[src/rtl/seg7_scan_display.sv]
// seg7_scan_display
//   Time-multiplexed 7-segment driver for the elevator floor/status indicator.
//   A binary value accepted over a valid/ready handshake is converted to BCD
//   one bit per cycle (double-dabble), committed atomically to the display
//   digits, and scanned onto a shared active-low segment bus with optional
//   leading-zero blanking and an overflow dash pattern.
// Ports
//   clk       system clock, rising edge
//   rst_n     synchronous active-low reset
//   in_valid  in_value is valid
//   in_ready  idle, a value can be accepted
//   in_value  unsigned binary value to display
//   blank_en  1 = blank leading zeros (sampled every scan slot)
//   seg_n     segments a..g on bits 0..6, active low, registered
//   an_n      digit enables, active low one-hot, registered
module seg7_scan_display #(
  parameter int NUM_DIGITS = 4,
  parameter int BIN_WIDTH  = 8,
  parameter int SCAN_DIV   = 4
) (
  input  logic                  clk,
  input  logic                  rst_n,
  input  logic                  in_valid,
  output logic                  in_ready,
  input  logic [BIN_WIDTH-1:0]  in_value,
  input  logic                  blank_en,
  output logic [6:0]            seg_n,
  output logic [NUM_DIGITS-1:0] an_n
);

  localparam int BCD_W = 4 * NUM_DIGITS;
  localparam int CNT_W = (SCAN_DIV > 1) ? $clog2(SCAN_DIV) : 1;
  localparam int IDX_W = (NUM_DIGITS > 1) ? $clog2(NUM_DIGITS) : 1;
  localparam int BIT_W = $clog2(BIN_WIDTH + 1);
  localparam logic [63:0] MAX_VAL = 64'(10 ** NUM_DIGITS - 1);

  typedef enum logic [1:0] {IDLE, SHIFT, COMMIT} state_t;

  state_t             state, state_nxt;
  logic [BIT_W-1:0]   bit_cnt;
  logic [BIN_WIDTH-1:0] bin_sh;
  logic [BCD_W-1:0]   bcd_sh, bcd_adj, disp;
  logic               ovf_pend, ovf;
  logic               accept, shift_done;

  logic [CNT_W-1:0]   pre;
  logic [IDX_W-1:0]   idx;
  logic               scan_tick;
  logic [3:0]         cur_digit;
  logic               upper_zero;
  logic [6:0]         seg_nxt;

  // Add 3 to every BCD nibble that is 5 or more, ahead of the shift.
  function automatic logic [BCD_W-1:0] add3(input logic [BCD_W-1:0] v);
    logic [BCD_W-1:0] r;
    r = v;
    for (int i = 0; i < NUM_DIGITS; i++) begin
      if (r[4*i +: 4] >= 4'd5) r[4*i +: 4] = r[4*i +: 4] + 4'd3;
    end
    return r;
  endfunction

  function automatic logic [6:0] seg_code(input logic [3:0] d);
    case (d)
      4'd0:    return 7'h40;
      4'd1:    return 7'h79;
      4'd2:    return 7'h24;
      4'd3:    return 7'h30;
      4'd4:    return 7'h19;
      4'd5:    return 7'h12;
      4'd6:    return 7'h02;
      4'd7:    return 7'h78;
      4'd8:    return 7'h00;
      4'd9:    return 7'h18;
      default: return 7'h7F;
    endcase
  endfunction

  assign in_ready   = (state == IDLE);
  assign accept     = in_valid & in_ready;
  assign shift_done = (bit_cnt == BIT_W'(BIN_WIDTH - 1));
  assign bcd_adj    = add3(bcd_sh);

  // Control FSM
  always_ff @(posedge clk) begin
    if (!rst_n) state <= IDLE;
    else        state <= state_nxt;
  end

  always_comb begin
    state_nxt = state;
    case (state)
      IDLE:    if (accept) state_nxt = SHIFT;
      SHIFT:   if (shift_done) state_nxt = COMMIT;
      COMMIT:  state_nxt = IDLE;
      default: state_nxt = IDLE;
    endcase
  end

  // Conversion datapath: no reset, an aborted conversion is never committed.
  always_ff @(posedge clk) begin
    if (accept) begin
      bin_sh   <= in_value;
      bcd_sh   <= '0;
      ovf_pend <= (64'(in_value) > MAX_VAL);
    end else if (state == SHIFT) begin
      bcd_sh <= {bcd_adj[BCD_W-2:0], bin_sh[BIN_WIDTH-1]};
      bin_sh <= bin_sh << 1;
    end
  end

  // Bit counter and committed display state
  always_ff @(posedge clk) begin
    if (!rst_n) begin
      bit_cnt <= '0;
      disp    <= '0;
      ovf     <= 1'b0;
    end else begin
      if (accept)              bit_cnt <= '0;
      else if (state == SHIFT) bit_cnt <= bit_cnt + 1'b1;
      if (state == COMMIT) begin
        disp <= bcd_sh;
        ovf  <= ovf_pend;
      end
    end
  end

  // Scan: idx names the digit loaded at the next scan edge, so digit 0 is
  // the first one shown after reset.
  assign scan_tick = (pre == CNT_W'(SCAN_DIV - 1));

  always_comb begin
    cur_digit  = disp[4*int'(idx) +: 4];
    upper_zero = 1'b1;
    for (int j = 0; j < NUM_DIGITS; j++) begin
      if (j >= int'(idx) && disp[4*j +: 4] != 4'd0) upper_zero = 1'b0;
    end
    if (ovf)                                 seg_nxt = 7'h3F;
    else if (blank_en && idx != '0 && upper_zero) seg_nxt = 7'h7F;
    else                                     seg_nxt = seg_code(cur_digit);
  end

  // Output registers reload on the scan edge
  always_ff @(posedge clk) begin
    if (!rst_n) begin
      pre   <= '0;
      idx   <= '0;
      seg_n <= 7'h7F;
      an_n  <= '1;
    end else if (scan_tick) begin
      pre   <= '0;
      seg_n <= seg_nxt;
      an_n  <= ~(NUM_DIGITS'(1) << idx);
      idx   <= (idx == IDX_W'(NUM_DIGITS - 1)) ? '0 : idx + 1'b1;
    end else begin
      pre <= pre + 1'b1;
    end
  end

endmodule

[config.mk]
export PLATFORM = sky130hd
export DESIGN_NAME = seg7_scan_display
export DESIGN_NICKNAME = d
export VERILOG_FILES = /design/src/rtl/seg7_scan_display.sv
export SDC_FILE = /design/constraint.sdc
export NUM_CORES = 1
export LEC_CHECK = 0
export ABC_CLOCK_PERIOD_IN_PS = 1700
export CAP_MARGIN = 0
export CORE_ASPECT_RATIO = 1.2
export CORE_MARGIN = 5
export CORE_UTILIZATION = 59
export CTS_BUF_LIST = sky130_fd_sc_hd__clkbuf_8
export DETAILED_ROUTE_END_ITERATION = 6
export DONT_BUFFER_PORTS = 1
export PLACE_DENSITY = 0.83
export SLEW_MARGIN = 40
export SYNTH_ARGS = -nofsm -noshare
export SYNTH_HDL_FRONTEND = slang
export SYNTH_SLANG_ARGS = --single-unit
[constraint.sdc]
create_clock -name clk -period 1.7 [get_ports clk]
set_input_delay 0.255 -clock clk [delete_from_list [all_inputs] [get_ports clk]]
set_output_delay 0.255 -clock clk [all_outputs]
set_load 0.1 [all_outputs]
==> flow_summary_export.csv, run 1 <==
group,metric,value,unit
outcome,status,"complete, but fails checks",
outcome,violations,"setup timing",
yosys,ys_seq_elements,61,
timing,setup_slack,-0.0468,ns
yosys,yosysUniqueCellTypes,39,
final_layout,post_route_cells_drive_above_1_share,19.2,%
global_route,grt_pass1_wl,9.86,mm
placed_design,dp_slack,-0.0630,ns
worst_hold_path,hold-path-cell-count,2,
power_and_ir_drop,power.density,911,nW/um^2
worst_hold_path,hp-start,"rst_n",
die,die_area,6570,sq um
run,maxCapViolCount,0,
cts,cts_buffers,9,
setup_path,r2r-start,"idx[0]",
global_route,grt_max_degree,27,
cts,clk_latency,0.34,ns
global_route,grt_pass1_vias,2268,
setup_path,ff2ff_path_depth,6,
setup_path,critPathMaxFanout,5,
yosys,synth_area,2980,sq um
die,initial_core_util,60.7,%
timing,hold_viol,0,
final_layout,antenna_cells,0,
cts,cts_root_buf,"clkbuf_8",
timing,drv_slew,0,
drt,drc,0,
cts,ctsHtreeMaxLevel,3,
final_layout,final_cell_mix,"nand2_1, dfxtp_1, buf_4",
global_route,antenna_found_initial,0,
setup_path,cp_data_required_time,1.98,ns
cts,cts.sinks,61,
worst_hold_path,whs_endpoint,"state[1]",
die,core,4900,sq um
setup_path,crit_path_end_kind,"register",
timing,finalCriticalPeriod,1.75,ns
yosys,ys_seq_area_share,43.7,%
die,die_x,74.8,um
yosys,synthCells,329,
final_layout,fin_nets,387,
power_and_ir_drop,vdd_drop_max,675,uV
timing,setup_violations,7,
drt,ant_nets,0,
final_layout,postLayoutCoreUtil,70.3,%
setup_path,startpoint_type,"register",
timing,worst_slew_pin_slew,0.378,ns
drt,postRouteWirelength,5.70,mm
setup_path,critical_path_class,"reg -> reg",
cts,cts.reportedPaths.clkPinSlew,0.07,ns
global_route,grtUsageTotal,19.8,%
placed_design,io_buffers,0,
yosys,synth_fp_nets,361,
placed_design,gp_congestion,0.853,
die,die_h,87.8,um
setup_path,worstReg2RegEnd,"seg_n[3]",
timing,period_share,103,%
setup_path,crit_arrival,2.03,ns
worst_hold_path,hp-class,"in -> reg",
drt,viasPerCell,5.44,
drt,wl_per_cell,13.6,um
drt,dr.pass1.iters,5,
drt,num_vias,2281,
power_and_ir_drop,p_leak,1.33,nW
final_layout,syn2layout_area_growth,15.8,%
final_layout,final_common_cell,"nand2_1",
die,rows,28,
cts,cts.path.max_buffers,2,
die,boundaryPins,24,
yosys,synth.avg_cell_area,9.04,sq um
timing,maxSlewHeadroom,74.7,%
global_route,grt_overflow,0,
drt,initialDrtViolationCount,78,
placed_design,dp.final_hpwl,4.22,mm
yosys,yosys_warnings,0,
timing,rsz0062_at_grt,"yes",
setup_path,r2r_slack,-0.05,ns
timing,final.setup_skew,0.0103,ns
timing,max_freq,572,MHz
final_layout,n_fill_cell,386,
cts,cts_tree,"done",
==> critical path: stages, from the launching register on <==
cell,delay (ns)
dfxtp_4,0.39
mux4_2,0.58
inv_2,0.12
ha_4,0.20
nor2b_1,0.13
mux2i_1,0.14
o22a_1,0.13
==> synthesized netlist by cell type <==
cell	number	share of area, %
nand3_1	12	2.0
mux4_1	3	2.6
nand3b_1	1	0.25
o21a_1	2	0.50
buf_1	1	0.13
o21ai_1	1	0.17
and2_2	1	0.25
nor4_1	3	0.63
xor2_1	5	1.5
ha_1	20	8.4
a21oi_1	11	1.9
buf_6	2	0.76
and2_1	2	0.42
inv_1	16	2.0
mux2_4	1	0.50
o22a_1	6	1.8
xnor2_1	5	1.5
a211oi_1	1	0.25
o22a_2	1	0.34
clkbuf_1	15	1.9
o32ai_1	3	0.88
mux2_2	4	1.5
nor3b_1	1	0.25
and3_1	1	0.21
nand4_1	1	0.21
and2b_2	1	0.29
o311ai_1	1	0.29
mux4_2	1	0.76
o21ai_0	19	3.2
buf_2	1	0.17
nor2b_1	6	1.3
nor2_1	16	2.0
dfxtp_1	53	36
nand2b_1	7	1.5
nand2_1	72	9.1
o31ai_1	2	0.50
a21boi_0	16	4.0
mux2i_1	7	2.4
edfxtp_1	8	8.1
==> worst max path at each step <==
stage	start	end	slack, ns	depth (start not counted)
after floorplan	idx[0]	seg_n[2]	-0.05	6
after global placement	idx[0]	seg_n[5]	-0.03	5
after detailed placement	idx[0]	seg_n[1]	-0.06	5
after CTS	idx[0]	seg_n[3]	-0.05	6
after global routing	idx[0]	seg_n[1]	-0.12	5
final	idx[0]	seg_n[3]	-0.05	6
==> per-stage QoR <==
stage / cells / power [mW] / TNS (ns) / instance area [sq um] / hold slack (ns)
final: 419 / 3.14 / -0.237 / 3450 / 0.0243
after global routing: 419 / 3.29 / -0.730 / 3450 / 0.0285
after CTS: 419 / 3.17 / -0.267 / 3440 / 0.0139
after detailed placement: 403 / 1.99 / -0.344 / 3260 / 0.322
after global placement: 403 / 1.98 / -0.0389 / 3260 / 0.320
after floorplan: 329 / 1.91 / -0.144 / 3030 / 0.399
==> repair_timing <==
item,4_1_cts,5_1_grt
buffers inserted,0,0
gates resized for setup,1,2
hold buffers,1,0
hold endpoints to repair,4,0
setup endpoints to repair,7,7
==> sequential cells by signal (all words and copies together) (netlist names) <==
name and count:
bcd_sh 16, disp 16, bin_sh 8, seg_n 7, an_n 4, bit_cnt 4
idx 2, pre 2, state 2
==> cells by family after synthesis <==
| group | count (synthesis) | synth area share [%] |
|---|---|---|
| DFF | 61 | 43.7 |
| muxes | 16 | 7.78 |
| buffers and inverters | 35 | 4.96 |
| AOI/OAI and AO/OA | 63 | 13.8 |
| adders and majority gates | 20 | 8.41 |
| and+or+nand+nor | 124 | 18.4 |
| xor gates and xnor gates | 10 | 2.94 |
==> report_power, final <==
| part | internal (mW) | total, mW | leakage, nW | switching [mW] |
|---|---|---|---|---|
| Clock | 0.645 | 1.18 | 0.104 | 0.535 |
| Combinational | 0.130 | 0.380 | 0.717 | 0.250 |
| Sequential | 1.54 | 1.58 | 0.511 | 0.0451 |
| Total | 2.31 | 3.14 | 1.33 | 0.831 |
==> routing by layer <==
metal | vias up | GRT usage (%) | share of wire, %
met3 | 14 | 4.82 | 3.8
met2 | 43 | 34.8 | 52
met1 | 1057 | 21.2 | 41
li1 | 1167 | - | -
met5 | - | 0 | 0
met4 | 0 | 11.2 | 2.9
==> area by class of cell <==
class / instances / area (sq um) / area share [%]
Clock inverter: 6 / 50.0 / 1.45
Multi-Input combinational cell: 233 / 1570 / 45.6
Tap cell: 60 / 75.1 / 2.18
Sequential cell: 61 / 1310 / 37.9
Timing Repair Buffer: 34 / 258 / 7.48
Inverter: 16 / 62.6 / 1.82
Clock buffer: 9 / 124 / 3.59
Note: power is estimated with default switching activity, not from simulation.
==> run 2: changes to the inputs <==
--- a/config.mk
+++ b/config.mk
@@ -5,15 +5,15 @@
 export SDC_FILE = /design/constraint.sdc
 export NUM_CORES = 1
 export LEC_CHECK = 0
-export ABC_CLOCK_PERIOD_IN_PS = 1700
+export ABC_CLOCK_PERIOD_IN_PS = 2200
 export CAP_MARGIN = 0
 export CORE_ASPECT_RATIO = 1.2
 export CORE_MARGIN = 5
-export CORE_UTILIZATION = 59
+export CORE_UTILIZATION = 60
 export CTS_BUF_LIST = sky130_fd_sc_hd__clkbuf_8
 export DETAILED_ROUTE_END_ITERATION = 6
 export DONT_BUFFER_PORTS = 1
-export PLACE_DENSITY = 0.83
+export PLACE_DENSITY = 0.81
 export SLEW_MARGIN = 40
 export SYNTH_ARGS = -nofsm -noshare
 export SYNTH_HDL_FRONTEND = slang
==> constraint.sdc (replaced) <==
create_clock -name clk -period 2.2 [get_ports clk]
set_input_delay 0.33 -clock clk [delete_from_list [all_inputs] [get_ports clk]]
set_output_delay 0.33 -clock clk [all_outputs]
set_load 0.1 [all_outputs]
==> run 2 against run 1 <==
Effect of this change: the flow now finishes without violations; setup slack improved by 0.19 ns; count of clock-buffer cells in the layout did not move; utilization fell by 2.1 points; register-to-register slack improved by 0.19 ns; maximum frequency fell by 15%; non-clock buffer count fell by 15; sequential power fell by 23%; combinational power fell by 26%; sequential share of layout area rose by 1.3 points; critical path depth rose by 1; largest power group unchanged.
==> flow_summary_export.csv, run 2 (synthesized netlist as in run 1, its figures left out) <==
group,metric,value,unit
power_and_ir_drop,vdd_drop_max,549,uV
final_layout,final_cell_mix,"nand2_1, dfxtp_1, ha_1",
global_route,grtUsageTotal,20.5,%
final_layout,reg_top3,"bcd_sh x16, disp x16, bin_sh x8",
final_layout,fin_nets,372,
cts,cts_tree,"done",
drt,postRouteWirelength,5.69,mm
cts,cts_root_buf,"clkbuf_8",
timing,period_share,93.6,%
setup_path,r2r_slack,0.14,ns
global_route,antenna_found_initial,0,
timing,final.setup_skew,0.00535,ns
setup_path,r2r-start,"idx[0]",
final_layout,syn2layout_area_growth,11.5,%
cts,cts_buffers,9,
cts,cts.reportedPaths.clkPinSlew,0.07,ns
drt,drc,0,
drt,ant_nets,0,
worst_hold_path,hp-class,"in -> reg",
drt,met3_wirelength,255,um
cts,cts_resized,0,
die,boundaryPins,24,
die,rows,28,
cts,cts.path.max_buffers,2,
placed_design,gp_congestion,0.837,
setup_path,startpoint_type,"register",
drt,initialDrtViolationCount,94,
timing,rsz0062_at_grt,"no",
cts,postCtsSetupRepairBufs,0,
setup_path,ff2ff_path_depth,7,
setup_path,crit_arrival,2.29,ns
placed_design,dp_slack,0.158,ns
placed_design,post-place-cells,389,
outcome,status,"complete, no violations",
timing,finalCriticalPeriod,2.06,ns
placed_design,placed_area,3110,sq um
cts,hold_buffers,0,
timing,setup_violations,0,
timing,tns,0,ns
final_layout,final-instance-count-excl-fill,405,
setup_path,crit_path_end_kind,"register",
placed_design,dp.final_hpwl,4.03,mm
timing,setup_slack,0.141,ns
final_layout,final_common_cell,"nand2_1",
die,initial_core_util,61.1,%
global_route,grt_pass1_vias,2293,
power_and_ir_drop,p_leak,1.28,nW
die,die_h,87.1,um
timing,max_freq,486,MHz
global_route,grt_max_degree,28,
drt,route.met2.wl,2.95,mm
drt,wl_per_cell,14.0,um
worst_hold_path,hold-path-cell-count,1,
final_layout,post_route_cells_drive_above_1_share,12.2,%
setup_path,worstReg2RegEnd,"seg_n[3]",
timing,drv_slew,0,
run,maxCapViolCount,0,
setup_path,critical_path_class,"reg -> reg",
setup_path,critPathMaxFanout,6,
power_and_ir_drop,power.density,768,nW/um^2
worst_hold_path,whs_endpoint,"an_n[3]",
global_route,grt_pass1_wl,10.1,mm
timing,hold_viol,0,
drt,topRoutingLayerUsed,"met4",
final_layout,antenna_cells,0,
drt,dr.pass1.iters,4,
timing,worst_slew_pin_slew,0.621,ns
drt,viasPerCell,5.51,
setup_path,cp_data_required_time,2.44,ns
die,core,4870,sq um
cts,cts.sinks,61,
final_layout,final_area,3320,sq um
cts,ctsHtreeMaxLevel,3,
worst_hold_path,hp-start,"rst_n",
drt,wl_met1,2.36,mm
global_route,grt_overflow,0,
die,die_x,74.3,um
timing,maxSlewHeadroom,58.6,%
cts,clk_latency,0.34,ns
placed_design,io_buffers,0,
drt,num_vias,2231,
die,die_area,6470,sq um
-- run 2: final cells by class --
type                            count  area, sq um
Clock buffer                        9          124
Timing Repair Buffer               19          143
Fill cell                         382         1550
Multi-Input combinational cell    233         1530
Sequential cell                    61         1300
Clock inverter                      7         81.3
Inverter                           16         60.1
Tap cell                           60         75.1
-- run 2: how the worst max path moves through the flow --
stage | from | endpoint | slack, ns | cells past startpoint
floorplan | state[0] | bin_sh[0] | 0.26 | 4
global placement | idx[0] | seg_n[3] | 0.26 | 6
detailed placement | idx[0] | seg_n[3] | 0.16 | 7
CTS | idx[0] | seg_n[3] | 0.14 | 6
global route | idx[0] | seg_n[3] | 0.01 | 6
finish | idx[0] | seg_n[3] | 0.14 | 7
-- run 2: metrics by stage --
| stage | power, mW | hold WS (ns) | util, % |
|---|---|---|---|
| detailed placement | 1.52 | 0.398 | 63.9 |
| CTS | 2.57 | 0.0341 | 68.1 |
| global route | 2.66 | 0.0223 | 68.1 |
| finish | 2.55 | 0.0475 | 68.1 |
| floorplan | 1.47 | 0.399 | - |
| global placement | 1.51 | 0.395 | 63.9 |
-- run 2: power by group --
part	internal, mW	total, mW	switching (mW)
logic	0.0902	0.281	0.190
registers	1.19	1.22	0.0330
clock network	0.621	1.05	0.427
-- run 2: worst max-delay path: stages, from the launching register on --
cell,delay (ns)
dfxtp_1,0.45
mux4_1,0.71
inv_1,0.15
ha_1,0.15
inv_1,0.06
mux2i_1,0.16
mux2i_1,0.10
o22a_1,0.17
-- run 2: per-layer routing --
layer | GRT usage [%] | up-vias
met4 | 9.71 | 0
met2 | 35.5 | 40
met5 | 0 | -
met1 | 21.7 | 1044
li1 | - | 1135
met3 | 7.39 | 12
